--- config.mk ---
export PLATFORM = sky130hd
export DESIGN_NAME = vga_timing_gen
export DESIGN_NICKNAME = d
export VERILOG_FILES = /design/src/rtl/vga_timing_gen_pkg.sv /design/src/rtl/pix_en_gen.sv /design/src/rtl/vga_timing_gen.sv
export SDC_FILE = /design/constraint.sdc
export NUM_CORES = 1
export LEC_CHECK = 0
export CAP_MARGIN = 10
export CORE_MARGIN = 1.5
export CORE_UTILIZATION = 60
export DETAILED_ROUTE_END_ITERATION = 8
export DONT_BUFFER_PORTS = 1
export PLACE_DENSITY = 0.76
export SYNTH_ARGS = -nofsm -noshare
export SYNTH_HDL_FRONTEND = slang
export SYNTH_SLANG_ARGS = --single-unit
--- constraint.sdc ---
create_clock -name clk -period 4.6 [get_ports clk]
set_input_delay 0.46 -clock clk [delete_from_list [all_inputs] [get_ports clk]]
set_output_delay 0.46 -clock clk [all_outputs]
set_load 0.01 [all_outputs]
--- src/rtl/vga_timing_gen_pkg.sv ---
// Shared 640x480@60 VGA timing constants, also used by the game-side block controller.
package vga_timing_gen_pkg;

  localparam logic [9:0] H_TOTAL     = 10'd800;
  localparam logic [9:0] H_SYNC      = 10'd96;
  localparam logic [9:0] H_VIS_START = 10'd144;
  localparam logic [9:0] H_VIS_END   = 10'd783;
  localparam logic [9:0] V_TOTAL     = 10'd525;
  localparam logic [9:0] V_SYNC      = 10'd2;
  localparam logic [9:0] V_VIS_START = 10'd35;
  localparam logic [9:0] V_VIS_END   = 10'd514;

  localparam logic [9:0] BLOCK_HEIGHT = 10'd50;

  // Inclusive range test on a counter value.
  function automatic logic in_span(logic [9:0] x, logic [9:0] lo, logic [9:0] hi);
    return (x >= lo) && (x <= hi);
  endfunction

endpackage

--- src/rtl/pix_en_gen.sv ---
// Pixel-rate strobe: one clk-wide pulse every CLK_DIV system clocks.
module pix_en_gen #(
  parameter int unsigned CLK_DIV = 4
) (
  input  logic clk,
  input  logic rst,
  output logic pix_en
);

  localparam int unsigned Width = (CLK_DIV > 2) ? $clog2(CLK_DIV) : 1;
  localparam logic [Width-1:0] DivLast = Width'(CLK_DIV - 1);

  logic [Width-1:0] div_q, div_d;

  always_comb begin
    div_d = div_q + 1'b1;
    if (div_q == DivLast) begin
      div_d = '0;
    end
  end

  always_ff @(posedge clk or posedge rst) begin
    if (rst) begin
      div_q <= '0;
    end else begin
      div_q <= div_d;
    end
  end

  assign pix_en = (div_q == DivLast);

endmodule

--- src/rtl/vga_timing_gen.sv ---
// VGA raster counters with sync/visible decode plus frame and game-rate ticks.
module vga_timing_gen
  import vga_timing_gen_pkg::*;
#(
  parameter int unsigned CLK_DIV  = 4,
  parameter int unsigned GAME_DIV = 1
) (
  input  logic       clk,
  input  logic       rst,
  output logic       pix_en,
  output logic [9:0] hCount,
  output logic [9:0] vCount,
  output logic       hSync,
  output logic       vSync,
  output logic       bright,
  output logic       frame_tick,
  output logic       game_tick
);

  localparam logic [7:0] GameLast = 8'(GAME_DIV - 1);

  logic [9:0] h_q, h_d;
  logic [9:0] v_q, v_d;
  logic [7:0] frame_cnt_q, frame_cnt_d;
  logic       line_end;
  logic       frame_end;

  pix_en_gen #(
    .CLK_DIV(CLK_DIV)
  ) u_pix_en_gen (
    .clk    (clk),
    .rst    (rst),
    .pix_en (pix_en)
  );

  always_comb begin
    h_d         = h_q;
    v_d         = v_q;
    frame_cnt_d = frame_cnt_q;
    line_end    = (h_q == H_TOTAL - 10'd1);
    frame_end   = line_end && (v_q == V_TOTAL - 10'd1);
    if (pix_en) begin
      if (line_end) begin
        h_d = '0;
        v_d = frame_end ? '0 : v_q + 10'd1;
      end else begin
        h_d = h_q + 10'd1;
      end
    end
    if (frame_tick) begin
      frame_cnt_d = (frame_cnt_q == GameLast) ? '0 : frame_cnt_q + 8'd1;
    end
  end

  always_ff @(posedge clk or posedge rst) begin
    if (rst) begin
      h_q         <= '0;
      v_q         <= '0;
      frame_cnt_q <= '0;
    end else begin
      h_q         <= h_d;
      v_q         <= v_d;
      frame_cnt_q <= frame_cnt_d;
    end
  end

  // Decode straight off the registered counters so syncs line up with hCount/vCount.
  assign hCount     = h_q;
  assign vCount     = v_q;
  assign hSync      = (h_q >= H_SYNC);
  assign vSync      = (v_q >= V_SYNC);
  assign bright     = in_span(h_q, H_VIS_START, H_VIS_END) &&
                      in_span(v_q, V_VIS_START, V_VIS_END);
  assign frame_tick = pix_en && frame_end;
  assign game_tick  = frame_tick && (frame_cnt_q == GameLast);

endmodule

## Word-level counts from Yosys, hierarchy flattened

Index checks and enable logic that the tools add are counted.

- Bits in registers: 30
- Input port bits: 2
- Output and inout port bits: 26

- Add/subtract/negate cells: 4
- $lt $le $gt $ge: 6
- Equality and inequality tests: 3
- Multiplexer cells: 4
- Reduce and logical (&&, ||, !) cells: 8

Operator list:

| operator | count |
|---|---|
| 10-bit by 1-bit adder with 10-bit output (second input constant) | 2 |
| 10-bit == test (second input constant) | 2 |
| 10-bit <= comparator (second input constant) | 2 |
| 10-bit 2-to-1 mux | 2 |
| 10-bit by 2-bit >= comparator with 1-bit output (second input constant) | 1 |
| 10-bit by 6-bit >= comparator with 1-bit output (second input constant) | 1 |
| 10-bit by 7-bit >= comparator with 1-bit output (second input constant) | 1 |
| 10-bit by 8-bit >= comparator with 1-bit output (second input constant) | 1 |
| 8-bit by 1-bit adder with 8-bit output (second input constant) | 1 |
| 8-bit logical NOT | 1 |
| 8-bit 2-to-1 mux | 1 |
| 1-bit logical AND | 6 |
| 2-bit by 1-bit adder with 2-bit output (second input constant) | 1 |
| 2-bit == test (second input constant) | 1 |
| 2-bit 2-to-1 mux | 1 |
| 2-bit AND reduction | 1 |

## Logic depth before layout (Yosys ltp)

Gate-level depths: netlist (run 1).

- Word-level depth: 4
- Depth in mapped cells: 8
- Depth with buffers taken out: 6

## Cells and area by module

Synthesis (run 1) repeated with hierarchy kept, for this count alone.

- Cell total of the unflattened synthesis: 176
- Area, all modules: 1670.4 µm²

Modules (own cells, without submodules):

| module | instances | cells an instance | area an instance (µm²) | sequential area each (µm²) |
|---|---|---|---|---|
| vga_timing_gen | 1 | 171 | 1600.3 | 700.7 |
| pix_en_gen | 1 | 5 | 70.1 | 50.0 |

## Least setup slack after synthesis (run 1)

Ideal clock, no wire load.

- Kind: register -> output
- From: register u_pix_en_gen.div_q[0]
- To: output port game_tick
- Data arrival time: 1.548 ns
- Required time: 4.140 ns
- Setup slack: 2.592 ns
- Cell stages (with the launch flop): 7
- Path buffers: 2
- Path through: dfrtp_1 -> ha_1 -> and2_1 -> buf_4 -> nand4_4 -> buf_2 -> nor3_1

- Cells in the longest elaborated chain, start to end: 3

RTL lines:

| item | line | RTL |
|---|---|---|
| start: declaration | pix_en_gen.sv:13 | `logic [Width-1:0] div_q, div_d;` |
| start signal: assignment | pix_en_gen.sv:26 | `div_q <= div_d;` |
| 2-bit == test | pix_en_gen.sv:30 | `assign pix_en = (div_q == DivLast);` |
| net pix_en | vga_timing_gen.sv:10 | `output logic pix_en,` |
| 1-bit logical AND | vga_timing_gen.sv:74 | `assign frame_tick = pix_en && frame_end;` |
| 1-bit logical AND | vga_timing_gen.sv:75 | `assign game_tick = frame_tick && (frame_cnt_q == GameLast);` |
| end: declaration | vga_timing_gen.sv:17 | `output logic game_tick` |

The timed path passes the listed nets, and every way through them passes these cells.

## Worst setup path in the final report (run 1)

- From: register v_q[0] (netlist: vCount[0])
- To: output port game_tick

- Cells in the longest elaborated chain, start to end: 4

RTL lines:

| item | line | RTL |
|---|---|---|
| start: declaration | vga_timing_gen.sv:23 | `logic [9:0] v_q, v_d;` |
| start signal: assignment | vga_timing_gen.sv:62 | `v_q <= v_d;` |
| 10-bit == test | vga_timing_gen.sv:41 | `frame_end = line_end && (v_q == V_TOTAL - 10'd1);` |
| 1-bit logical AND | vga_timing_gen.sv:41 |  |
| 1-bit logical AND | vga_timing_gen.sv:74 |  |
| 1-bit logical AND | vga_timing_gen.sv:75 |  |

Every way passes these cells.

==> results.txt, run 1 <==
number of diodes = 0
top post-synthesis cells by area = dfrtp_1 (44%), ha_1 (5.9%), nand3_1 (4.4%)
dpl cells = 200
Post-Synth Adder-Cell Area = 5.87%
CP top delay family = simple AND/OR/NAND/NOR gates
maximum fanout along the worst path = 14
Initial Utilization = 62.3%
sequential cell area fraction in the yosys report = 44.1%
number of setup buffers added after CTS = 0
number of max-cap violations = 0
router iterations before antenna repair = 4
CP required = 4.14 ns
Post-DRT Antenna Nets = 0
simple-gate share of the synthesized area = 26.7%
port bufs = 0
Chip Width = 56.3 um
post-synthesis mux area share = 2.64%
proportion of netlist area held by the largest area contributor = 44.1%
# setup viols final = 0
endpoints failing hold = 0
WS Path Type = reg2out
initial antenna violation count = 0
P_leak = 0.827 nW
hpwl dp = 2.32 mm
Max Clk Rate = 376 MHz
clk slew on worst S/H paths = 0.10 ns
CTS tree = done
Layout area overhead = 6.17%
slowest CP cell = nor3_1
Distinct cells, synth = 41
P per Cell Area = 260 nW/um^2
Avg WL per Cell = 16.9 um
Avg Inst Size Synth = 9.74 sq um
Starting DRT DRC Count = 67
Synth area leader = dfrtp_1
fin cells = 209
Mapped Area = 1700 sq um
Post-CTS Resized = 0
Final Skew = 0.00591 ns
Synth Area in Compound Gates = 9.84%
RSZ-0062 raised after global routing = no
status = finished clean
GRT Util Overall = 24.1%
largest net degree at the start of global routing = 31
post-synthesis register bit count = 30
Die Height = 56.3 um
CP Data Arrival Time = 2.20 ns
Startpoint Class = register
WP depth = 5
Hold WC Path Type = in2async
Worst setup EP type = output port
Ys Warns = 0
CTS Buf Count = 5
final WL = 3.53 mm
post-synthesis cell count = 175
commonest non-fill, non-tap cell in the layout = dfrtp_1
layout cells sized above 1 = 9.55%
Post-route DRC = 0
nets = 187
Worst slew margin = 62.5%
setup_tns = 0 ns
Max Slew Vio Count = 0
xor and xnor area share after synthesis = 6.17%
Std-Cell Rows = 19
gpl congestion = 0.830
die area = 3170 sq um
most frequent cells in the layout = dfrtp_1 (30), nand3_1 (15), nand2_1 (13)
maximum clock path buffer count = 2
Largest stage delay, worst path = 0.49 ns
Multi-input gate area = 872 sq um
clock root buffer = clkbuf_4
worst slew pin tran = 0.561 ns
minimum clock period = 2.66 ns
Skew-Pair Late Insertion Delay = 0.34 ns
main combinational cell family by area after synthesis = simple AND/OR/NAND/NOR gates
Critical Path, Cell by Cell = inv_1, ha_1, and4_1, nand3_1, nor3_1
layout filler cell count = 198
total grt overflow = 0
R2R depth = 5
CORE AREA = 2730 sq um
Vias/cell = 6.38
Syn Nets = 185
FF/Latch Area = 751 sq um
Util after Layout = 66.2%
cts hold-fix bufs = 0
CP bufs+invs = 1
vias in the first global route = 1284
via count = 1334
first-pass GRT wire length = 5.91 mm
hold_ws = 0.0225 ns
Power, Total = 0.471 mW
Worst IR Drop VDD = 0.209 mV
period utilization = 57.8%
H-tree lvl count = 2
Sink Count = 30
Ports = 28
layer usage:
metal / up-vias / global-route usage (%) / share of wire [%]
li1: 633 / - / -
met2: 32 / 37.1 / 48
met1: 664 / 30.5 / 46
met4: 0 / 14.3 / 1.3
met3: 5 / 6.22 / 4.1
met5: - / 0 / 0
state kept, by name, indices dropped and copies added (netlist names):
register            flops
hCount                 10
vCount                 10
frame_cnt_q             8
u_pix_en_gen.div_q      2
final timing paths:
path | slack [ns] | startpoint | end
max | 1.94 | vCount[0] | game_tick
max in group asynchronous | 4.10 | rst | hCount[3]
min reg2reg | 0.43 | u_pix_en_gen.div_q[0] | u_pix_en_gen.div_q[0]
min | 0.02 | rst | vCount[7]
max reg2reg | 2.35 | u_pix_en_gen.div_q[0] | frame_cnt_q[2]
min in group clk | 0.43 | u_pix_en_gen.div_q[0] | u_pix_en_gen.div_q[0]
stage by stage:
stage                     setup slack (ns)  area [sq um]
final                                 1.94          1810
after global routing                  1.81          1810
after CTS                             1.95          1780
after detailed placement              2.34          1700
after global placement                2.40          1700
after floorplan                       2.59          1700
cell usage after synthesis:
cell / number
a22o_1: 1
xor2_1: 7
nor2b_1: 1
o31ai_1: 2
buf_4: 2
a21oi_1: 3
nand2b_1: 1
clkbuf_1: 1
mux2i_1: 3
inv_1: 11
and2_1: 3
a21boi_0: 2
and3b_1: 1
ha_1: 8
nand4_1: 8
and4_1: 5
xnor2_1: 5
o41ai_1: 1
nand4b_1: 1
nand4_4: 1
nand3_2: 1
nand2_1: 13
nor3_2: 3
buf_2: 2
dfrtp_1: 30
or2_2: 1
nor3_1: 6
o22ai_1: 2
a211oi_1: 3
nor4_1: 2
nor2_2: 1
nor2_1: 8
a21o_1: 2
nor4b_1: 1
and3_1: 3
mux2_4: 1
o21ai_0: 11
or4_1: 1
nand3_1: 15
or3_1: 1
buf_6: 1
cells by family after synthesis:
kind of cell,after synthesis
buf+inv,17
simple gates,77
xor+xnor,12
compound gates,27
mux,4
fa+ha+maj,8
flops,30
final cells by class:
type / instances / area share [%]
clock buffers: 8 / 4.36
repair buffers: 1 / 1.52
well taps: 31 / 2.14
multi-input cells: 128 / 48.2
flip-flops and latches: 30 / 41.5
inverters: 11 / 2.28
power by group:
group	internal (mW)	leakage [nW]	switching, mW
clock network	0.104	0.0446	0.0956
logic	0.00243	0.377	0.00541
registers	0.263	0.405	0
Note: power is estimated with default switching activity, not from simulation.
==> run 2: changes to the inputs <==
- CORE_UTILIZATION: 60 -> 56
- PLACE_DENSITY: 0.76 -> 0.74
- clock period: 4.6 -> 2.1 ns (I/O delays scaled with it)
==> results.txt, run 2 (synthesized netlist as in run 1, its figures left out) <==
flop-to-flop setup slack = 0.29 ns (was 2.35 ns)
router iterations before antenna repair = 6 (was 4)
commonest non-fill, non-tap cell in the layout = dfrtp_1 (unchanged)
initial antenna violation count = 0 (unchanged)
via count = 1375 (was 1334)
Sink Count = 30 (unchanged)
clock root buffer = clkbuf_4 (unchanged)
Critical Path, Cell by Cell = inv_1, ha_1, and4_4, nand3_4, nor3_2, buf_4 (was inv_1, ha_1, and4_1, nand3_1, nor3_1)
WS Path Type = reg2out (unchanged)
Vias/cell = 6.19 (was 6.38)
Largest stage delay, worst path = 0.48 ns (was 0.49 ns)
Max Slew Vio Count = 0 (unchanged)
CP top delay family = simple AND/OR/NAND/NOR gates (unchanged)
layout filler cell count = 217 (was 198)
nets = 200 (was 187)
CTS tree = done (unchanged)
combinational share of power = 1.3% (was 1.7%)
endpoints failing hold = 0 (unchanged)
P_leak = 0.894 nW (was 0.827 nW)
minimum clock period = 2.02 ns
fin cells = 222 (was 209)
Final Skew = 0.00424 ns (was 0.00591 ns)
hold_ws = 0.381 ns (was 0.0225 ns)
Post-DRT Antenna Nets = 0 (unchanged)
Starting DRT DRC Count = 120 (was 67)
final WL = 3.61 mm (was 3.53 mm)
port bufs = 0 (unchanged)
clock power share = 42.6% (was 42.4%)
Post-route DRC = 4 (was 0)
Hold WC Path Type = in2async (unchanged)
# setup viols final = 0 (unchanged)
largest net degree at the start of global routing = 31 (unchanged)
status = finished, violations left (was finished clean)
total grt overflow = 0 (unchanged)
GRT Util Overall = 24.0% (was 24.1%)
first-pass GRT wire length = 6.11 mm (was 5.91 mm)
most frequent cells in the layout = dfrtp_1 (27), nand3_1 (14), buf_4 (13) (was dfrtp_1 (30), nand3_1 (15), nand2_1 (13))
Worst IR Drop VDD = 0.369 mV (was 0.209 mV)
Reg-to-Reg Start = hCount[5] (was u_pix_en_gen.div_q[0])
Sw Share = 21.4% (about the same)
CTS Buf Count = 5 (unchanged)
sequential share of power = 56.1% (was 55.9%)
H-tree lvl count = 2 (unchanged)
die area = 3380 sq um (was 3170 sq um)
Power, Total = 1.03 mW (was 0.471 mW)
Worst slew margin = 74.7% (was 62.5%)
period utilization = 96.2%
Sw Pwr = 0.221 mW (was 0.101 mW)
Std-Cell Rows = 19 (unchanged)
CP required = 1.89 ns (was 4.14 ns)
CP Data Arrival Time = 1.81 ns (was 2.20 ns)
Multi-input gate area = 921 sq um (was 872 sq um)
CORE AREA = 2830 sq um (was 2730 sq um)
Initial Utilization = 60.2% (was 62.3%)
maximum clock path buffer count = 2 (unchanged)
Die Height = 58.2 um (was 56.3 um)
Ports = 28 (unchanged)
number of setup buffers added after CTS = 0 (unchanged)
clk slew on worst S/H paths = 0.10 ns (about the same)
Internal = 0.808 mW (was 0.370 mW)
R2R depth = 5 (unchanged)
setup_tns = 0 ns (unchanged)
FF/Latch Area = 754 sq um (was 751 sq um)
vias in the first global route = 1413 (was 1284)
Skew-Pair Late Insertion Delay = 0.34 ns (about the same)
WP depth = 6 (was 5)
number of max-cap violations = 0 (unchanged)
Max Clk Rate = 495 MHz
CP bufs+invs = 2 (was 1)
layout cells sized above 1 = 22.5% (was 9.55%)
gpl congestion = 0.915 (was 0.830)
P per Cell Area = 530 nW/um^2 (was 260 nW/um^2)
Startpoint Class = register (unchanged)
Worst setup EP type = output port (unchanged)
slowest CP cell = dfrtp_2 (was nor3_1)
number of diodes = 0 (unchanged)
hpwl dp = 2.52 mm (was 2.32 mm)
maximum fanout along the worst path = 9 (was 14)
failing checks = design-rule violations
Chip Width = 58.2 um (was 56.3 um)
dpl cells = 213 (was 200)
worst slew pin tran = 0.380 ns (was 0.561 ns)
r2r endpoint = vCount[5] (was frame_cnt_q[2])
Layout area overhead = 13.9% (was 6.17%)
Avg WL per Cell = 16.3 um (was 16.9 um)
## run 2: cell types whose count changed in the layout (fill, tap and decap cells not counted), sizes merged
cell,previous run,this run
dlygate4sd3,0,1
buf,1,13
## run 2: final cells by class
type / instances / area share (%)
inverter: 11 / 2.13
clock buffer: 8 / 4.06
timing repair buffer: 14 / 5.54
tap: 31 / 2.00
sequential: 30 / 38.9
multi-input combinational: 128 / 47.4
## run 2: worst min-delay path: cells and delay by family
kind                   cells  cell delay, ns
buffers and inverters      3            0.92
## run 2: per-stage QoR
| stage | setup WS (ns) | utilization (%) | area (sq um) |
|---|---|---|---|
| 2_1_floorplan | 0.318 | - | 1700 |
| 3_3_place_gp | 0.208 | 63.6 | 1800 |
| 3_5_place_dp | 0.178 | 63.6 | 1800 |
| 4_1_cts | 0.0383 | 67.6 | 1910 |
| 5_1_grt | -0.0152 | 68.6 | 1940 |
| 6_report | 0.0795 | 68.6 | 1940 |
## run 2: how the worst max path moves through the flow
stage	slack, ns	end	start
finish	0.08	game_tick	vCount[1]
global route	-0.02	game_tick	vCount[1]
CTS	0.04	game_tick	vCount[0]
detailed placement	0.18	frame_cnt_q[7]	vCount[0]
global placement	0.21	frame_cnt_q[7]	vCount[0]
floorplan	0.32	frame_cnt_q[2]	u_pix_en_gen.div_q[0]
## run 2: what timing repair did
action,CTS,global route
resized for setup,4,13
gates cloned,0,0
pin swaps,0,1
endpoints found under the setup margin,2,3
hold buffers,1,0
hold endpoints to repair,30,0
## run 2: per-layer routing
layer / GRT usage, % / vias up / part of all wire, %
met1: 28.7 / 664 / 44
met5: 0 / - / 0
met4: 12.3 / 0 / 1.6
met3: 7.81 / 6 / 5.6
met2: 38.6 / 41 / 49
li1: - / 664 / -
## run 2: power groups by stage
| stage | Sequential, mW | Clock, mW | Combinational, mW |
|---|---|---|---|
| floorplan | 0.589 | 0 | 0.00854 |
| finish | 0.577 | 0.438 | 0.0138 |
| global route | 0.577 | 0.467 | 0.0167 |
| detailed placement | 0.589 | 0 | 0.0134 |
| CTS | 0.577 | 0.448 | 0.0148 |
| global placement | 0.589 | 0 | 0.0132 |
